$ cat config.mk
export PLATFORM = sky130hd
export DESIGN_NAME = ss_scan_decoder_flat
export DESIGN_NICKNAME = d
export VERILOG_FILES = /design/src/rtl/wallclock_pkg.sv /design/src/rtl/ss_scan_decoder_if.sv /design/src/rtl/seg7_to_bcd.sv /design/src/rtl/ss_scan_decoder.sv /design/src/flat_wrapper.sv
export SDC_FILE = /design/constraint.sdc
export NUM_CORES = 1
export LEC_CHECK = 0
export ABC_AREA = 1
export CORE_UTILIZATION = 55
export CTS_CLUSTER_DIAMETER = 30
export CTS_CLUSTER_SIZE = 28
export DETAILED_ROUTE_END_ITERATION = 8
export PLACE_DENSITY = 0.79
export REMOVE_ABC_BUFFERS = 1
export SLEW_MARGIN = 20
export SYNTH_ARGS = -nofsm -noshare
export SYNTH_HDL_FRONTEND = slang
export SYNTH_SLANG_ARGS = --single-unit
$ cat constraint.sdc
create_clock -name CLK100MHZ -period 2.3 [get_ports CLK100MHZ]
set_input_delay 0.46 -clock CLK100MHZ [delete_from_list [all_inputs] [get_ports CLK100MHZ]]
set_output_delay 0.46 -clock CLK100MHZ [all_outputs]
set_load 0.01 [all_outputs]
$ cat src/rtl/wallclock_pkg.sv
// rtl/wallclock_pkg.sv - shared glyph, digit-index, FSM state and time-limit definitions
package wallclock_pkg;

    // Active-low a..g in bits 6:0; bit 7 (dp) is off in every constant
    localparam logic [7:0] SEG_0 = 8'hC0;
    localparam logic [7:0] SEG_1 = 8'hF9;
    localparam logic [7:0] SEG_2 = 8'hA4;
    localparam logic [7:0] SEG_3 = 8'hB0;
    localparam logic [7:0] SEG_4 = 8'h99;
    localparam logic [7:0] SEG_5 = 8'h92;
    localparam logic [7:0] SEG_6 = 8'h82;
    localparam logic [7:0] SEG_7 = 8'hF8;
    localparam logic [7:0] SEG_8 = 8'h80;
    localparam logic [7:0] SEG_9 = 8'h90;

    localparam logic [1:0] DIG_M1 = 2'd0;
    localparam logic [1:0] DIG_M2 = 2'd1;
    localparam logic [1:0] DIG_H1 = 2'd2;
    localparam logic [1:0] DIG_H2 = 2'd3;

    typedef enum logic [1:0] {
        S_WAIT,
        S_SETTLE,
        S_HELD
    } scan_state_t;

    localparam logic [3:0] MAX_H2        = 4'd2;
    localparam logic [3:0] MAX_H1_POST20 = 4'd3;
    localparam logic [3:0] MAX_M2        = 4'd5;
    localparam logic [3:0] MAX_UNITS     = 4'd9;

    function automatic logic time_is_legal(input logic [3:0] h2, input logic [3:0] h1,
                                           input logic [3:0] m2, input logic [3:0] m1);
        return (h2 <= MAX_H2) && (h1 <= MAX_UNITS) &&
               !((h2 == MAX_H2) && (h1 > MAX_H1_POST20)) &&
               (m2 <= MAX_M2) && (m1 <= MAX_UNITS);
    endfunction

endpackage

$ cat src/rtl/ss_scan_decoder_if.sv
// rtl/ss_scan_decoder_if.sv - multiplexed seven-segment scan lines (anodes + cathodes)
interface ss_scan_decoder_if;
    logic [7:0] SegmentDrivers;
    logic [7:0] SevenSegment;

    modport master (output SegmentDrivers, output SevenSegment);
    modport slave  (input  SegmentDrivers, input  SevenSegment);
endinterface

$ cat src/rtl/seg7_to_bcd.sv
// rtl/seg7_to_bcd.sv - combinational active-low a..g glyph to {valid, bcd} lookup
module seg7_to_bcd
    import wallclock_pkg::*;
(
    input  logic [6:0] seg,
    output logic       valid,
    output logic [3:0] bcd
);

    always_comb begin
        valid = 1'b1;
        bcd   = 4'd0;
        case (seg)
            SEG_0[6:0]: bcd = 4'd0;
            SEG_1[6:0]: bcd = 4'd1;
            SEG_2[6:0]: bcd = 4'd2;
            SEG_3[6:0]: bcd = 4'd3;
            SEG_4[6:0]: bcd = 4'd4;
            SEG_5[6:0]: bcd = 4'd5;
            SEG_6[6:0]: bcd = 4'd6;
            SEG_7[6:0]: bcd = 4'd7;
            SEG_8[6:0]: bcd = 4'd8;
            SEG_9[6:0]: bcd = 4'd9;
            default:    valid = 1'b0;
        endcase
    end

endmodule

$ cat src/rtl/ss_scan_decoder.sv
// rtl/ss_scan_decoder.sv - rebuilds validated HH:MM from a scanned 7-seg display; SS_DECODE_DP_EN adds dp capture
module ss_scan_decoder
    import wallclock_pkg::*;
#(
    parameter int STABLE_CYCLES  = 16,
    parameter int TIMEOUT_CYCLES = 2000000,
    parameter int CNT_W          = 21
) (
    input  logic               CLK100MHZ,
    input  logic               RESET_N,
    ss_scan_decoder_if.slave   scan,
    output logic [3:0]         hours2,
    output logic [3:0]         hours1,
    output logic [3:0]         mins2,
    output logic [3:0]         mins1,
    output logic [3:0]         dp,
    output logic               time_valid,
    output logic               frame_stb,
    output logic               err
);

    localparam logic [CNT_W-1:0] SETTLE_LAST = CNT_W'(STABLE_CYCLES - 1);
    localparam logic [CNT_W-1:0] TMO_LOAD    = CNT_W'(TIMEOUT_CYCLES);

    logic        dp_in;
`ifdef SS_DECODE_DP_EN
    assign dp_in = scan.SevenSegment[7];
    wire unused_ok = &{1'b0, scan.SegmentDrivers[7:4]};
`else
    assign dp_in = 1'b1;
    wire unused_ok = &{1'b0, scan.SegmentDrivers[7:4], scan.SevenSegment[7]};
`endif

    // Sample = {anodes[3:0], dp, g..a}; prev holds the one before for the stability compare
    logic [11:0] sync1, sync2, prev;
    always_ff @(posedge CLK100MHZ or negedge RESET_N) begin
        if (!RESET_N) begin
            sync1 <= '1;
            sync2 <= '1;
            prev  <= '1;
        end else begin
            sync1 <= {scan.SegmentDrivers[3:0], dp_in, scan.SevenSegment[6:0]};
            sync2 <= sync1;
            prev  <= sync2;
        end
    end

    logic       present;
    logic [1:0] idx;
    logic       same;
    assign same = (sync2 == prev);

    always_comb begin
        present = 1'b1;
        idx     = DIG_M1;
        case (sync2[11:8])
            4'b1110: idx = DIG_M1;
            4'b1101: idx = DIG_M2;
            4'b1011: idx = DIG_H1;
            4'b0111: idx = DIG_H2;
            default: present = 1'b0;
        endcase
    end

    scan_state_t      state, state_nx;
    logic [CNT_W-1:0] cnt, cnt_nx;
    logic             capture;

    always_ff @(posedge CLK100MHZ or negedge RESET_N) begin
        if (!RESET_N) begin
            state <= S_WAIT;
            cnt   <= '0;
        end else begin
            state <= state_nx;
            cnt   <= cnt_nx;
        end
    end

    always_comb begin
        state_nx = state;
        cnt_nx   = cnt;
        capture  = 1'b0;
        case (state)
            S_WAIT: begin
                if (present) begin
                    state_nx = S_SETTLE;
                    cnt_nx   = CNT_W'(1);
                end
            end
            S_SETTLE: begin
                if (!present) begin
                    state_nx = S_WAIT;
                    cnt_nx   = '0;
                end else if (!same) begin
                    cnt_nx = CNT_W'(1);
                end else if (cnt == SETTLE_LAST) begin
                    capture  = 1'b1;
                    state_nx = S_HELD;
                    cnt_nx   = '0;
                end else begin
                    cnt_nx = cnt + 1'b1;
                end
            end
            S_HELD: begin
                if (!present) begin
                    state_nx = S_WAIT;
                end else if (!same) begin
                    state_nx = S_SETTLE;
                    cnt_nx   = CNT_W'(1);
                end
            end
            default: begin
                state_nx = S_WAIT;
                cnt_nx   = '0;
            end
        endcase
    end

    logic       glyph_ok;
    logic [3:0] glyph_bcd;
    seg7_to_bcd u_seg7_to_bcd (
        .seg   (sync2[6:0]),
        .valid (glyph_ok),
        .bcd   (glyph_bcd)
    );

    logic             cap_ok, frame_done, legal, reload, tmo_expire;
    logic [3:0]       mask, mask_nx;
    logic [3:0][3:0]  shadow, out_r;
    logic [CNT_W-1:0] tmo;

    assign cap_ok     = capture && glyph_ok;
    assign frame_done = (mask == 4'b1111);
    assign legal      = time_is_legal(shadow[DIG_H2], shadow[DIG_H1], shadow[DIG_M2], shadow[DIG_M1]);
    assign reload     = capture || (frame_done && legal);
    assign tmo_expire = !reload && (tmo == CNT_W'(1));
    // Clear first, then OR in a same-cycle capture so that digit starts the next frame
    assign mask_nx    = ((frame_done || tmo_expire) ? 4'b0000 : mask) |
                        (cap_ok ? (4'b0001 << idx) : 4'b0000);

    always_ff @(posedge CLK100MHZ or negedge RESET_N) begin
        if (!RESET_N) begin
            mask       <= '0;
            shadow     <= '0;
            out_r      <= '0;
            tmo        <= '0;
            time_valid <= 1'b0;
            frame_stb  <= 1'b0;
            err        <= 1'b0;
        end else begin
            frame_stb <= 1'b0;
            mask      <= mask_nx;
            if (cap_ok)
                shadow[idx] <= glyph_bcd;
            if (capture && !glyph_ok)
                err <= 1'b1;
            if (reload)
                tmo <= TMO_LOAD;
            else if (tmo != '0)
                tmo <= tmo - 1'b1;
            if (frame_done) begin
                if (legal) begin
                    out_r      <= shadow;
                    frame_stb  <= 1'b1;
                    time_valid <= 1'b1;
                end else begin
                    err        <= 1'b1;
                    time_valid <= 1'b0;
                end
            end else if (tmo_expire) begin
                time_valid <= 1'b0;
            end
        end
    end

`ifdef SS_DECODE_DP_EN
    logic [3:0] shadow_dp, dp_r;
    always_ff @(posedge CLK100MHZ or negedge RESET_N) begin
        if (!RESET_N) begin
            shadow_dp <= '0;
            dp_r      <= '0;
        end else begin
            if (cap_ok)
                shadow_dp[idx] <= ~sync2[7];
            if (frame_done && legal)
                dp_r <= shadow_dp;
        end
    end
    assign dp = dp_r;
`else
    assign dp = 4'b0000;
`endif

    assign hours2 = out_r[DIG_H2];
    assign hours1 = out_r[DIG_H1];
    assign mins2  = out_r[DIG_M2];
    assign mins1  = out_r[DIG_M1];

endmodule

$ cat src/flat_wrapper.sv
// flat-port wrapper written by rule: the top's interface ports become plain ports
module ss_scan_decoder_flat import wallclock_pkg::*;
#(
    parameter int STABLE_CYCLES  = 16,
    parameter int TIMEOUT_CYCLES = 2000000,
    parameter int CNT_W          = 21
)
  (CLK100MHZ, RESET_N, hours2, hours1, mins2, mins1, dp, time_valid, frame_stb, err, scan_SegmentDrivers, scan_SevenSegment);
  ss_scan_decoder_if scan_i ();
  input  logic CLK100MHZ;
  input  logic RESET_N;
  output logic [3:0] hours2;
  output logic [3:0] hours1;
  output logic [3:0] mins2;
  output logic [3:0] mins1;
  output logic [3:0] dp;
  output logic time_valid;
  output logic frame_stb;
  output logic err;
  input wire logic [$bits(scan_i.SegmentDrivers)-1:0] scan_SegmentDrivers;
  input wire logic [$bits(scan_i.SevenSegment)-1:0] scan_SevenSegment;
  assign scan_i.SegmentDrivers = scan_SegmentDrivers;
  assign scan_i.SevenSegment = scan_SevenSegment;
  ss_scan_decoder #(.STABLE_CYCLES(STABLE_CYCLES), .TIMEOUT_CYCLES(TIMEOUT_CYCLES), .CNT_W(CNT_W)) u_core (.CLK100MHZ(CLK100MHZ), .RESET_N(RESET_N), .scan(scan_i), .hours2(hours2), .hours1(hours1), .mins2(mins2), .mins1(mins1), .dp(dp), .time_valid(time_valid), .frame_stb(frame_stb), .err(err));
endmodule
==> qor.txt <==
Status -> finished, violations left
Violated checks -> hold timing
Area of the multi-input gates -> 2470 um2
Largest net degree at the start of global routing -> 117
PwrDens -> 702 nW/um2
Grt total ovfl -> 0
CTS tree -> done
Cell count after synthesis -> 737
Final min period -> 2100 ps
Final hold viol count -> 9
Clk slew on worst S/H paths -> 60 ps
Synthesis-stage register bit count -> 116
Fin Hold WS -> -55.5 ps
Critical Path Fanout Max -> 20
Port buffer count -> 31
Max Clk Rate -> 477 MHz
Yosys cell types -> 32
Critical-path cell list -> nand2_1, nand2_1, nand2_1, nor2_1, nand2_1, nor2_4, nand3_2, nor2_4, buf_12, nand2_4, nand2_1, nand2_1
WL/cell -> 13.3 um
Router iterations before antenna repair -> 4
Area after DPL -> 6270 um2
Fill cells -> 790
Vias in the first global route -> 4816
GRT Total Usage -> 0.247
Worst setup margin -> 205 ps
Die area -> 10900 um2
Core ar. -> 10200 um2
DP Worst Slack -> 147 ps
VDD IR max -> 0.550 mV
Die Span X -> 104 um
Fin util -> 0.671
Measured slew at the worst slew-check pin -> 653 ps
RSZ-0062 raised after global routing -> false
Worst setup SP type -> register
Yosys warnings -> 0
CP required -> 2710 ps
Setup violations, final -> 0
Crit path max-delay cell type -> dfstp_2
CTS Buf Count -> 17
Final worst path period share -> 0.911
Area delta synth->final -> 18.9%
Detail Placement HPWL -> 8.24 mm
Starting DRT DRC Count -> 259
Htree depth -> 4
Final Slew Violations -> 0
Initial Util -> 0.564
Netlist Area Pre-Place -> 5770 um2
Sequential share of the synthesized area -> 0.510
Worst setup EP type -> register
Top cell family by delay on the critical path -> simple AND/OR/NAND/NOR gates
Critical path data arrival time -> 2510 ps
CP max stage delay -> 560 ps
TNS Setup -> 0 ps
CTS Sinks -> 116
Reg area -> 2940 um2
First-pass GRT wire length -> 21.3 mm
Top_reg_cell synth -> dfrtp_1
Clock Skews -> 7.95 ps
Final #Nets -> 802
Worst skew pair latency -> 530 ps
Commonest cells after routing, fill and taps aside -> nand2_1 (231), nor2_1 (106), dfrtp_1 (83)
Clock root buffer -> clkbuf_8
Crit Path Class -> register to register
Initial antenna violation count -> 0
CP most frequent cell -> nand2_1
Drt total wl -> 12.4 mm
Syn avg cell area -> 7.83 um2
Commonest non-fill, non-tap cell in the layout -> nand2_1
Clock Path Buffers -> 2
Static Leak -> 3.48 nW
Critical path buffers and inverters -> 1
Cts hold-fix bufs -> 0
Max-slew headroom -> 0.565
Max-capacitance violation count -> 0
DRC Markers -> 0
Ant diodes -> 0
Vias/cell -> 5.25
Min-delay worst type -> primary input to asynchronous set/reset pin
Post-synth EDFFs -> 0
Asr flop ratio synth -> 1.00
Layout cell share with drive strength beyond 1 -> 0.115
I/O Pins -> 41
Final GP Congestion -> 0.915
Routed Antenna Nets -> 0
Via count -> 4884
Num rows -> 37
Fin area -> 6860 um2
Die extent in y -> 104 um
==> final timing paths <==
check                      slack [ps]  cells after the start            startpoint                end
setup / recovery                  200                     12       u_core.sync2[9]  u_core.shadow[13]
max in group asynchronous        1800                      2               RESET_N     u_core.mask[1]
hold / removal                    -60                      2               RESET_N     u_core.cnt[11]
min in group CLK100MHZ            340                      1  scan_SevenSegment[0]    u_core.sync1[0]
setup reg to reg                  200                     12       u_core.sync2[9]  u_core.shadow[13]
hold reg to reg                   350                      0       u_core.sync1[5]    u_core.sync2[5]
==> cells in the mapped netlist (2+ instances only) <==
master	number	area share
nand2_1	231	0.15
nor2_1	106	0.069
dfrtp_1	83	0.36
inv_1	72	0.047
nand3_1	68	0.059
dfstp_2	33	0.15
xor2_1	24	0.036
o21ai_0	22	0.019
nand4_1	19	0.021
nor3_1	14	0.012
a21oi_1	10	0.0087
clkbuf_1	10	0.0065
buf_4	6	0.0078
xnor2_1	6	0.0091
nand2_4	4	0.0078
buf_2	3	0.0026
ha_1	3	0.0065
nor4_1	3	0.0033
buf_1	2	0.0013
nand3b_1	2	0.0026
nor2_2	2	0.0022
nor2_4	2	0.0039
nor3b_1	2	0.0026
or2_2	2	0.0022
==> state kept, by name, indices dropped and copies added (netlist names) <==
register           flops
u_core.prev           11
u_core.state           2
u_core.frame_stb       1
u_core.cnt            21
u_core.sync1          11
u_core.shadow         16
u_core.err             1
u_core.time_valid      1
u_core.mins1           4
u_core.sync2          11
u_core.tmo            21
u_core.mins2           4
u_core.hours1          4
u_core.hours2          4
u_core.mask            4
==> power breakdown <==
group,leakage (nW),internal [mW],total (mW),switching (mW)
logic,1.70,0.0678,0.214,0.147
clock network,0.277,1.57,2.47,0.900
registers,1.50,2.10,2.13,0.0309
==> per-layer routing <==
layer / GRT usage / routed length [um] / up-vias
met5: 0 / 0 / -
met4: 0.121 / 304 / 0
li1: - / - / 2407
met3: 0.0614 / 527 / 30
met2: 0.401 / 6140 / 117
met1: 0.306 / 5400 / 2330
==> per-stage QoR <==
stage	instances	total power, mW
2_1_floorplan	718	2.26
3_3_place_gp	897	2.37
3_5_place_dp	897	2.38
4_1_cts	929	4.86
5_1_grt	930	4.97
6_report	930	4.82
==> timing repair <==
item                                    CTS  global route
buffers inserted                          0             1
gates resized for setup                   0             3
endpoints found under the setup margin    0            17
==> area by class of cell <==
type,instances,area share
Clock buffer,24,0.0715
Clock inverter,8,0.0108
Inverter,73,0.0399
Sequential cell,116,0.429
Timing Repair Buffer,44,0.0645
Tap cell,136,0.0248
Multi-Input combinational cell,529,0.360
==> kinds of logic (layout without fill, tap and decap cells) <==
| kind of cell | Yosys count | after routing | share of synthesized area |
|---|---|---|---|
| buf+inv | 95 | 149 | 0.0676 |
| flops | 116 | 116 | 0.510 |
| compound gates | 35 | 35 | 0.0316 |
| simple gates | 457 | 457 | 0.338 |
| other cells | 1 | 4 | 0.000650 |
| xor+xnor | 30 | 30 | 0.0455 |
| fa+ha+maj | 3 | 3 | 0.00650 |
(Power assumes the default switching activity.)
